--- src/rtl/tetris_pkg.sv ---
// Shared board geometry, colour types and palette for the Tetris pixel renderer.
package tetris_pkg;
  localparam int BOARD_COLS = 10;
  localparam int BOARD_ROWS = 20;
  localparam int CELL_SHIFT = 5;
  localparam int CELL_PX    = 1 << CELL_SHIFT;

  typedef logic [2:0]  color_idx_t;
  typedef logic [11:0] rgb444_t;

  localparam rgb444_t PALETTE [8] = '{12'h000, 12'h0FF, 12'hFF0, 12'hF0F,
                                      12'h0F0, 12'hF00, 12'h00F, 12'hF80};
  localparam rgb444_t BORDER_COLOR = 12'hFFF;
  localparam rgb444_t GRID_COLOR   = 12'h333;
  localparam rgb444_t BLANK_COLOR  = 12'h000;
endpackage

--- src/rtl/tetris_board_renderer_if.sv ---
// Pixel stream between VGA timing generator, renderer and DAC: coordinates and syncs in, RGB and syncs out.
interface tetris_board_renderer_if;
  logic [10:0] curr_x;
  logic [9:0]  curr_y;
  logic        hsync_in;
  logic        vsync_in;
  logic [3:0]  vga_r;
  logic [3:0]  vga_g;
  logic [3:0]  vga_b;
  logic        hsync_out;
  logic        vsync_out;

  modport master (output curr_x, curr_y, hsync_in, vsync_in,
                  input  vga_r, vga_g, vga_b, hsync_out, vsync_out);
  modport slave  (input  curr_x, curr_y, hsync_in, vsync_in,
                  output vga_r, vga_g, vga_b, hsync_out, vsync_out);
endinterface

--- src/rtl/vga_delay_line.sv ---
// Fixed-depth shift register with a configurable reset value, used to align side-band bits to the pixel pipeline.
module vga_delay_line #(
  parameter int               WIDTH   = 1,
  parameter int               DEPTH   = 3,
  parameter logic [WIDTH-1:0] RST_VAL = '0
) (
  input  logic             clk,
  input  logic             rst_n,
  input  logic [WIDTH-1:0] din,
  output logic [WIDTH-1:0] dout
);
  logic [DEPTH-1:0][WIDTH-1:0] pipe_q;

  always_ff @(posedge clk) begin
    if (!rst_n) begin
      pipe_q <= {DEPTH{RST_VAL}};
    end else begin
      pipe_q[0] <= din;
      for (int i = 1; i < DEPTH; i++) pipe_q[i] <= pipe_q[i-1];
    end
  end

  assign dout = pipe_q[DEPTH-1];
endmodule

--- src/rtl/tetris_board_renderer.sv ---
// Three-stage playfield renderer: cell fetch, piece overlay, colour select; syncs delayed to match.
// Define GRID_LINES_EN to draw a 1-pixel grid on the first row/column of every cell.
module tetris_board_renderer
  import tetris_pkg::*;
#(
  parameter int      BOARD_X0 = 480,
  parameter int      BOARD_Y0 = 80,
  parameter int      BORDER_W = 4,
  parameter rgb444_t BG_COLOR = 12'h112
) (
  input  logic                          clk,
  input  logic                          rst_n,
  tetris_board_renderer_if.slave        pix,
  output logic [7:0]                    cell_addr,
  input  color_idx_t                    cell_data,
  input  logic                          piece_valid,
  input  logic [19:0]                   piece_row,
  input  logic [15:0]                   piece_col,
  input  color_idx_t                    piece_color,
  output logic                          frame_start
);
  localparam logic [10:0] X_LO  = 11'(BOARD_X0);
  localparam logic [10:0] X_HI  = 11'(BOARD_X0 + BOARD_COLS*CELL_PX);
  localparam logic [10:0] XB_LO = 11'(BOARD_X0 - BORDER_W);
  localparam logic [10:0] XB_HI = 11'(BOARD_X0 + BOARD_COLS*CELL_PX + BORDER_W);
  localparam logic [9:0]  Y_LO  = 10'(BOARD_Y0);
  localparam logic [9:0]  Y_HI  = 10'(BOARD_Y0 + BOARD_ROWS*CELL_PX);
  localparam logic [9:0]  YB_LO = 10'(BOARD_Y0 - BORDER_W);
  localparam logic [9:0]  YB_HI = 10'(BOARD_Y0 + BOARD_ROWS*CELL_PX + BORDER_W);

  // S0: geometry decode
  logic [10:0] px, bx;
  logic [9:0]  by;
  logic        vis_d, inb_d, brd_d, grid_d;
  logic [3:0]  col_d;
  logic [4:0]  row_d;
  logic [7:0]  addr_d;

  always_comb begin
    px     = pix.curr_x - 11'd1;
    bx     = px - X_LO;
    by     = pix.curr_y - Y_LO;
    vis_d  = (pix.curr_x != 11'd0) && (pix.curr_x <= 11'd1280) && (pix.curr_y <= 10'd799);
    inb_d  = vis_d && (px >= X_LO) && (px < X_HI) && (pix.curr_y >= Y_LO) && (pix.curr_y < Y_HI);
    brd_d  = vis_d && !inb_d && (px >= XB_LO) && (px < XB_HI) &&
             (pix.curr_y >= YB_LO) && (pix.curr_y < YB_HI);
    col_d  = 4'(bx >> CELL_SHIFT);
    row_d  = 5'(by >> CELL_SHIFT);
    addr_d = inb_d ? 8'(row_d) * 8'(BOARD_COLS) + 8'(col_d) : 8'd0;
`ifdef GRID_LINES_EN
    grid_d = inb_d && ((bx[CELL_SHIFT-1:0] == '0) || (by[CELL_SHIFT-1:0] == '0));
`else
    grid_d = 1'b0;
`endif
  end

  logic       inb_q;
  logic [3:0] col_q;
  logic [4:0] row_q;
  logic [7:0] cell_addr_q;

  always_ff @(posedge clk) begin
    if (!rst_n) begin
      inb_q       <= 1'b0;
      col_q       <= '0;
      row_q       <= '0;
      cell_addr_q <= '0;
    end else begin
      inb_q       <= inb_d;
      col_q       <= col_d;
      row_q       <= row_d;
      cell_addr_q <= addr_d;
    end
  end
  assign cell_addr = cell_addr_q;

  // Piece shadow is captured only at the vsync fall so a frame never shows a half-updated piece
  logic        vs_q, fs_q, sh_vld_q, vs_fall;
  logic [19:0] sh_row_q;
  logic [15:0] sh_col_q;
  color_idx_t  sh_color_q;

  assign vs_fall = vs_q & ~pix.vsync_in;

  always_ff @(posedge clk) begin
    if (!rst_n) begin
      vs_q       <= 1'b0;
      fs_q       <= 1'b0;
      sh_vld_q   <= 1'b0;
      sh_row_q   <= '0;
      sh_col_q   <= '0;
      sh_color_q <= '0;
    end else begin
      vs_q <= pix.vsync_in;
      fs_q <= vs_fall;
      if (vs_fall) begin
        sh_vld_q   <= piece_valid;
        sh_row_q   <= piece_row;
        sh_col_q   <= piece_col;
        sh_color_q <= piece_color;
      end
    end
  end
  assign frame_start = fs_q;

  // S1: piece hit test
  logic hit_d, hit_q;
  always_comb begin
    hit_d = 1'b0;
    for (int i = 0; i < 4; i++) begin
      if (sh_vld_q && inb_q &&
          (sh_row_q[i*5 +: 5] == row_q) && (sh_col_q[i*4 +: 4] == col_q) &&
          (sh_row_q[i*5 +: 5] < 5'(BOARD_ROWS)) && (sh_col_q[i*4 +: 4] < 4'(BOARD_COLS)))
        hit_d = 1'b1;
    end
  end

  always_ff @(posedge clk) begin
    if (!rst_n) hit_q <= 1'b0;
    else        hit_q <= hit_d;
  end

  // S2: colour select; region flags ride a 2-deep delay line to meet cell_data
  logic vis2, brd2, inb2, grid2;
  vga_delay_line #(.WIDTH(4), .DEPTH(2), .RST_VAL(4'b0000)) u_flag_dly (
    .clk  (clk),
    .rst_n(rst_n),
    .din  ({vis_d, brd_d, inb_d, grid_d}),
    .dout ({vis2, brd2, inb2, grid2})
  );

  rgb444_t rgb_d, rgb_q;
  always_comb begin
    rgb_d = BLANK_COLOR;
    if (!vis2)                rgb_d = BLANK_COLOR;
    else if (brd2)            rgb_d = BORDER_COLOR;
    else if (hit_q)           rgb_d = PALETTE[sh_color_q];
    else if (inb2 && grid2)   rgb_d = GRID_COLOR;
    else if (inb2)            rgb_d = PALETTE[cell_data];
    else                      rgb_d = BG_COLOR;
  end

  always_ff @(posedge clk) begin
    if (!rst_n) rgb_q <= BLANK_COLOR;
    else        rgb_q <= rgb_d;
  end

  assign pix.vga_r = rgb_q[11:8];
  assign pix.vga_g = rgb_q[7:4];
  assign pix.vga_b = rgb_q[3:0];

  logic [1:0] sync_out;
  vga_delay_line #(.WIDTH(2), .DEPTH(3), .RST_VAL(2'b11)) u_sync_dly (
    .clk  (clk),
    .rst_n(rst_n),
    .din  ({pix.hsync_in, pix.vsync_in}),
    .dout (sync_out)
  );
  assign pix.hsync_out = sync_out[1];
  assign pix.vsync_out = sync_out[0];
endmodule

--- src/flat_wrapper.sv ---
// flat-port wrapper written by rule: the top's interface ports become plain ports
module tetris_board_renderer_flat import tetris_pkg::*;
#(
  parameter int      BOARD_X0 = 480,
  parameter int      BOARD_Y0 = 80,
  parameter int      BORDER_W = 4,
  parameter rgb444_t BG_COLOR = 12'h112
)
  (clk, rst_n, cell_addr, cell_data, piece_valid, piece_row, piece_col, piece_color, frame_start, pix_curr_x, pix_curr_y, pix_hsync_in, pix_vsync_in, pix_vga_r, pix_vga_g, pix_vga_b, pix_hsync_out, pix_vsync_out);
  tetris_board_renderer_if pix_i ();
  input  logic clk;
  input  logic rst_n;
  output logic [7:0] cell_addr;
  input  color_idx_t cell_data;
  input  logic piece_valid;
  input  logic [19:0] piece_row;
  input  logic [15:0] piece_col;
  input  color_idx_t piece_color;
  output logic frame_start;
  input wire logic [$bits(pix_i.curr_x)-1:0] pix_curr_x;
  input wire logic [$bits(pix_i.curr_y)-1:0] pix_curr_y;
  input wire logic [$bits(pix_i.hsync_in)-1:0] pix_hsync_in;
  input wire logic [$bits(pix_i.vsync_in)-1:0] pix_vsync_in;
  output wire logic [$bits(pix_i.vga_r)-1:0] pix_vga_r;
  output wire logic [$bits(pix_i.vga_g)-1:0] pix_vga_g;
  output wire logic [$bits(pix_i.vga_b)-1:0] pix_vga_b;
  output wire logic [$bits(pix_i.hsync_out)-1:0] pix_hsync_out;
  output wire logic [$bits(pix_i.vsync_out)-1:0] pix_vsync_out;
  assign pix_i.curr_x = pix_curr_x;
  assign pix_i.curr_y = pix_curr_y;
  assign pix_i.hsync_in = pix_hsync_in;
  assign pix_i.vsync_in = pix_vsync_in;
  assign pix_vga_r = pix_i.vga_r;
  assign pix_vga_g = pix_i.vga_g;
  assign pix_vga_b = pix_i.vga_b;
  assign pix_hsync_out = pix_i.hsync_out;
  assign pix_vsync_out = pix_i.vsync_out;
  tetris_board_renderer #(.BOARD_X0(BOARD_X0), .BOARD_Y0(BOARD_Y0), .BORDER_W(BORDER_W), .BG_COLOR(BG_COLOR)) u_core (.clk(clk), .rst_n(rst_n), .pix(pix_i), .cell_addr(cell_addr), .cell_data(cell_data), .piece_valid(piece_valid), .piece_row(piece_row), .piece_col(piece_col), .piece_color(piece_color), .frame_start(frame_start));
endmodule
--- config.mk ---
export PLATFORM = sky130hd
export DESIGN_NAME = tetris_board_renderer_flat
export DESIGN_NICKNAME = d
export VERILOG_FILES = /design/src/rtl/tetris_pkg.sv /design/src/rtl/tetris_board_renderer_if.sv /design/src/rtl/vga_delay_line.sv /design/src/rtl/tetris_board_renderer.sv /design/src/flat_wrapper.sv
export SDC_FILE = /design/constraint.sdc
export NUM_CORES = 1
export LEC_CHECK = 0
export CAP_MARGIN = 20
export CORE_MARGIN = 4
export CORE_UTILIZATION = 48
export CTS_BUF_LIST = sky130_fd_sc_hd__clkbuf_8
export CTS_CLUSTER_SIZE = 40
export DETAILED_ROUTE_END_ITERATION = 10
export PLACE_DENSITY_LB_ADDON = 0.08
export SYNTH_ARGS = -nofsm -noshare
export SYNTH_HDL_FRONTEND = slang
export SYNTH_SLANG_ARGS = --single-unit
--- constraint.sdc ---
create_clock -name clk -period 3.5 [get_ports clk]
set_input_delay 0.35 -clock clk [delete_from_list [all_inputs] [get_ports clk]]
set_output_delay 0.35 -clock clk [all_outputs]
set_load 0.01 [all_outputs]
# Word-level counts from Yosys, hierarchy flattened
# Memory sizes are Yosys's and may differ from the RTL's.
# Index checks and enable logic that the tools add are counted.
word_totals:
  ff_bits: 87
  inputBits: 68
  mem_bits_ro: 192
  memories: 2
  output_inout_bits: 23
memory_table:
  columns: ["name", "depth", "word_bits", "read_ports", "rd_ports_with_merged_regs", "wr", "line_no", "source"]
  rows:
  - ["(no name shown)", 8, 12, 1, 0, 0, "tetris_board_renderer.sv:137", "else if (hit_q) rgb_d = PALETTE[sh_color_q];"]
  - ["(no name shown)", 8, 12, 1, 0, 0, "tetris_board_renderer.sv:139", "else if (inb2) rgb_d = PALETTE[cell_data];"]
op_classes:
  n_mux: 12
  reduce_logical: 33
  n_lt_le_gt_ge: 20
  n_mul: 1
  bitwise: 4
  n_eq_ne: 8
  addsub: 4
ops:
  columns: ["op", "n"]
  rows:
  - ["$mux W12", 8]
  - ["$logic_and A1 B1 Y1", 29]
  - ["$ge A11 B9 Y1 const B", 2]
  - ["$lt A11 B10 Y1 const B", 2]
  - ["$eq A5 B5 Y1", 4]
  - ["$ge A10 B7 Y1 const B", 2]
  - ["$lt A10 B10 Y1 const B", 2]
  - ["$lt A5 B5 Y1 const B", 4]
  - ["$eq A4 B4 Y1", 4]
  - ["$lt A4 B4 Y1 const B", 4]
  - ["$le A11 B11 Y1 const B", 1]
  - ["$reduce_bool A11 Y1", 1]
  - ["$sub A11 B1 Y11 const B", 1]
  - ["$le A10 B10 Y1 const B", 1]
  - ["$sub A10 B7 Y10 const B", 1]
  - ["$sub A9 B9 Y9 const B", 1]
  - ["$add A8 B4 Y8", 1]
  - ["$ge A4 B4 Y1 const B", 2]
  - ["$not A3 Y4", 2]
  - ["$mul A5 B3 Y7 const B", 1]
  - ["$mux W1", 4]
  - ["$reduce_and A2 Y1", 2]
  - ["$and A1 B1 Y1", 1]
  - ["$logic_not A1 Y1", 1]
  - ["$not A1 Y1", 1]

# Logic depth before layout (Yosys ltp)
depth:
  ltp_word: 13
  ltp_mapped: 15

# By module
# From an unflattened synthesis, not the netlist that was laid out.
hier_totals:
  cells_unflattened: 573
  hier_area_um2: 4678.2
modules_own_cells:
  columns: ["mod", "cells_each", "area_per_inst_um2", "n_inst", "seq_area_each_um2"]
  rows:
  - ["tetris_board_renderer", 539, 4265.3, 1, 1421.4]
  - ["vga_delay_line (u_core.u_flag_dly)", 20, 240.2, 1, 160.2]
  - ["vga_delay_line (u_core.u_sync_dly)", 14, 172.7, 1, 120.1]

# Worst setup path before layout
# Ideal clock, no wire load.
synth_path:
  kind: "input-to-reg"
  startpoint: "in pix_curr_x[1]"
  endpoint: "reg u_core.cell_addr_q[7], in the netlist u_core.cell_addr[7]"
  arrival_ps: 3504
  n_path_buf: 0
  path_stages: 15
  path_slack_ps: -120
  required_ps: 3384
  cell_sequence: "inv_1 ha_1 or3b_2 o31ai_1 nand2_1 ha_1 xnor2_1 inv_1 fa_1 nor2b_1 o211ai_1 a21o_1 a222oi_1 xnor2_1 nor2_1"
synth_via:
  elab_cells_between_ends: 14
  cone_classes: "add/sub: 3; order compare: 3; reduce/logical: 8"
synth_lines:
  columns: ["item", "line_no", "source"]
  rows:
  - ["start: declaration", "flat_wrapper.sv:20", "input wire logic [$bits(pix_i.curr_x)-1:0] pix_curr_x;"]
  - ["$sub A11 B1 Y11", "tetris_board_renderer.sv:40", "px = pix.curr_x - 11'd1;"]
  - ["$sub A9 B9 Y9", "tetris_board_renderer.sv:41", "bx = px - X_LO;"]
  - ["net u_core.bx[7]", "tetris_board_renderer.sv:32", "logic [10:0] px, bx;"]
  - ["$add A8 B4 Y8", "tetris_board_renderer.sv:49", "addr_d = inb_d ? 8'(row_d) * 8'(BOARD_COLS) + 8'(col_d) : 8'd0;"]
  - ["end signal: assignment", "tetris_board_renderer.sv:72", "cell_addr_q <= addr_d;"]
  - ["end: declaration", "tetris_board_renderer.sv:60", "logic [7:0] cell_addr_q;"]
# The timed path passes the listed nets, and every way through them passes these cells.
# A chain may end at the register's enable or synchronous reset.

# Worst setup path in the final report
layout_path:
  startpoint: "in pix_curr_x[0]"
  endpoint: "reg u_core.u_flag_dly.pipe_q[2] (netlist bit)"
layout_via:
  elab_chain_cells: 13
  elab_cells_between_ends: 19
  cone_classes: "add/sub: 1; order compare: 5; reduce/logical: 13"
layout_rtl:
  columns: ["item", "line_no", "source"]
  rows:
  - ["parallel branches: the longest is 10 deep, another holds $sub A11 B1 Y11", null, null]
  - ["$logic_and A1 B1 Y1 * (2 in a row)", "tetris_board_renderer.sv:45", "brd_d = vis_d && !inb_d && (px >= XB_LO) && (px < XB_HI) &&"]
  - ["$logic_and A1 B1 Y1 *", "tetris_board_renderer.sv:46", "(pix.curr_y >= YB_LO) && (pix.curr_y < YB_HI);"]
  - ["end signal: assignment", "vga_delay_line.sv:16", "pipe_q <= {DEPTH{RST_VAL}};"]
  - ["end: declaration", "vga_delay_line.sv:12", "logic [DEPTH-1:0][WIDTH-1:0] pipe_q;"]
# Mark *: on every way between the ends.

==> flow_summary.toml <==
[synth]
synth_top_family_by_area = "simple AND/OR/NAND/NOR gates"
synthXorXnorAreaFrac_pct = 8.08
synth-adder-area-share_pct = 6.98
yosysSeqAreaShare_pct = 36.5
synth_edf_count = 0
ys_ff_latch = 79
syn-num-nets = 628
syn_inst = 537
synthSimpleGateAreaFrac_pct = 24.0
synth_ff_type = "dfxtp_1"
synthArstFlopShare_pct = 0
yosys_warnings = 0
muxShareOfSynthArea_pct = 0.519
netlist_area_sq_um = 4340
yosysUniqueCellTypes = 55
synth_compound_area_share_pct = 17.6
synth.avg_cell_area_sq_um = 8.07

[floorplan]
start_util_pct = 49.5
ios = 91
die-area_sq_um = 10600
core-area_sq_um = 8760
die_w_microns = 103
rows = 34
die_h_microns = 103

[sta]
fmax_ghz = 0.290
relSlewSlack_pct = 57.0
tightest_slew_ns = 0.629
fin_hold_ws_ns = 0.422
period_needed_ns = 3.45
hold_violations = 0
final-setup-viol-count = 0
period_share_pct = 98.6
setup_tns_ns = 0
worst_clock_skew_ns = 0.00794
drv_slew = 0

[worst_setup_path]
path_cells = "clkdlybuf4s50_1 -> inv_1 -> ha_2 -> or3b_4 -> o31ai_4 -> nand2_2 -> buf_4 -> buf_4 -> buf_4 -> buf_4 -> buf_4 -> buf_4 -> buf_4 -> buf_4 -> buf_4 -> buf_4 -> buf_4 -> ha_1 -> a21oi_2 -> a22oi_2 -> a21oi_2 -> a2111oi_2"
arrival_ns = 3.68
crit_path_end_kind = "register"
cp_common_cell = "buf_4"
critical_path_class = "input pin to register"
cp_max_fo = 3
crit_slowest_cell = "clkdlybuf4s50_1"
max_stage_delay_ns = 0.42
required_ns = 3.73
cp-start-kind = "input pin"

[power]
vdd.ir_drop.worst_mv = 0.296
power_mw = 2.24
power_density_nw_per_um2 = 377
p_leak_nw = 2.38

[global_route]
grt_max_degree = 63
antenna_found_initial = 0
grt_first_pass_wirelength_mm = 16.9
grt_pass1_vias = 3896
grt_remaining_overflow = 0
grt_use_total_pct = 19.8

[hold_path]
hp-class = "register to register"

[cts]
numCtsBuffers = 9
cts_hold_buf = 0
cts_htree_levels = 3
cts_tree = "yes"
cts.path.max_buffers = 2
clkSinkCount = 79
cts_root_buf = "clkbuf_8"
clk_latency_ns = 0.34
path_clk_slew_ns = 0.08

[routing]
ant_nets = 0
via_per_inst = 5.21
num_vias = 4014
drt_iter0_markers = 120
first_pass_iters = 4
post_drt_wl_per_cell_microns = 13.7
routed_wl_mm = 10.5
drc = 0

[cells_and_area]
post-route-util_pct = 67.7
final_cell_mix = "nand2_1 (112), clkdlybuf4s50_1 (87), dfxtp_1 (79)"
diodes = 0
areaGrowthSynthToFinish_pct = 36.9
final_common_cell = "nand2_1"
nets = 748
layout-drive-gt1-share_pct = 14.4

[flow_run]
cap_violations = 0

[place]
post-dp-hpwl_mm = 7.79
place_congestion = 0.924
io_buffers = 90

[outcome]
status = "finished, final reports clean"
-- sequential cells by signal, indices dropped and copies added, names as in the netlist --
name	cells
u_core.rgb_q	7
u_core.u_flag_dly.dout	3
u_core.hit_q	1
u_core.sh_vld_q	1
u_core.sh_col_q	16
u_core.u_sync_dly.pipe_q	4
u_core.vs_q	1
u_core.u_sync_dly.dout	2
u_core.row_q	5
u_core.sh_row_q	20
u_core.frame_start	1
u_core.col_q	4
u_core.u_flag_dly.pipe_q	3
u_core.sh_color_q	3
u_core.cell_addr	8
-- layout make-up --
class / count / area (sq um)
Sequential cell: 79 / 1580
Clock buffer: 10 / 138
Fill cell: 752 / 2830
Multi-Input combinational cell: 396 / 2560
Clock inverter: 6 / 92.6
Tap cell: 108 / 135
Timing Repair Buffer: 143 / 1320
Inverter: 28 / 105
-- final timing paths --
check | startpoint | end | cells past startpoint | slack (ns)
worst min-delay path | u_core.u_sync_dly.pipe_q[3]$_SDFF_PN1_ | u_core.u_sync_dly.dout[1]$_SDFF_PN1_ | 1 | 0.42
worst min register to register | u_core.u_sync_dly.pipe_q[3]$_SDFF_PN1_ | u_core.u_sync_dly.dout[1]$_SDFF_PN1_ | 1 | 0.42
worst max register to register | u_core.row_q[4]$_SDFF_PN0_ | u_core.hit_q$_SDFF_PN0_ | 6 | 1.73
worst max-delay path | pix_curr_x[0] | u_core.u_flag_dly.pipe_q[2]$_SDFF_PN0_ | 22 | 0.05
-- where the power goes --
part / internal [mW] / switching, mW
Combinational: 0.272 / 0.231
Sequential: 0.935 / 0.0351
Clock: 0.425 / 0.340
-- kinds of logic after synthesis --
| kind of cell | after synthesis |
|---|---|
| AND/OR/NAND/NOR | 218 |
| adder cells (fa/ha/maj) | 23 |
| XOR/XNOR | 40 |
| AO/OA/AOI/OAI | 113 |
| multiplexers | 2 |
| flip-flops | 79 |
| buffers and inverters | 62 |
-- per-stage QoR --
step           std cells  setup WS (ns)  instance area [sq um]
2_1_floorplan        537        0.00206                   4350
3_3_place_gp         741         -0.367                   5530
3_5_place_dp         741         -0.490                   5530
4_1_cts              767         0.0107                   5860
5_1_grt              770        -0.0370                   5940
6_report             770         0.0476                   5940
-- layer usage --
| layer | share of wire (%) | track usage (%) | vias up | routed length, microns |
|---|---|---|---|---|
| met1 | 44 | 23.8 | 1858 | 4660 |
| met4 | 1.9 | 6.08 | 0 | 204 |
| li1 | - | - | 2042 | - |
| met2 | 50 | 35.5 | 91 | 5280 |
| met5 | 0 | 0 | - | 0 |
| met3 | 3.9 | 3.72 | 23 | 409 |
-- critical path: cells and delay by family --
kind / cells / cell delay (ns)
buffers and inverters: 13 / 1.84
adders and majority gates: 2 / 0.37
and+or+nand+nor: 2 / 0.52
AOI/OAI and AO/OA: 5 / 0.61
-- synthesized netlist by cell type, types with 4 or more instances --
cell type  instances  share of area (%)
nand2_1          113                9.8
dfxtp_1           79                 36
a21boi_0          40                6.9
nor2_1            29                2.5
inv_1             28                2.4
clkbuf_1          24                2.1
xor2_1            24                4.8
a21oi_1           22                2.5
ha_1              21                6.1
o21ai_0           19                2.2
xnor2_1           16                3.2
and2_1            12                1.7
nand3_1           12                1.4
nor2b_1            8                1.2
nand2b_1           7                1.0
nor4_1             7                1.0
buf_4              6                1.0
nor3_1             6               0.69
o21bai_1           4               0.69
or3_1              4               0.58
-- timing repair --
| item | in CTS | in global routing |
|---|---|---|
| gates resized for setup | 5 | 14 |
| setup buffers | 10 | 3 |
| setup endpoints to repair | 1 | 2 |
| hold endpoints to repair | 0 | 0 |
| pin swaps | 6 | 8 |
(Power assumes the default switching activity.)
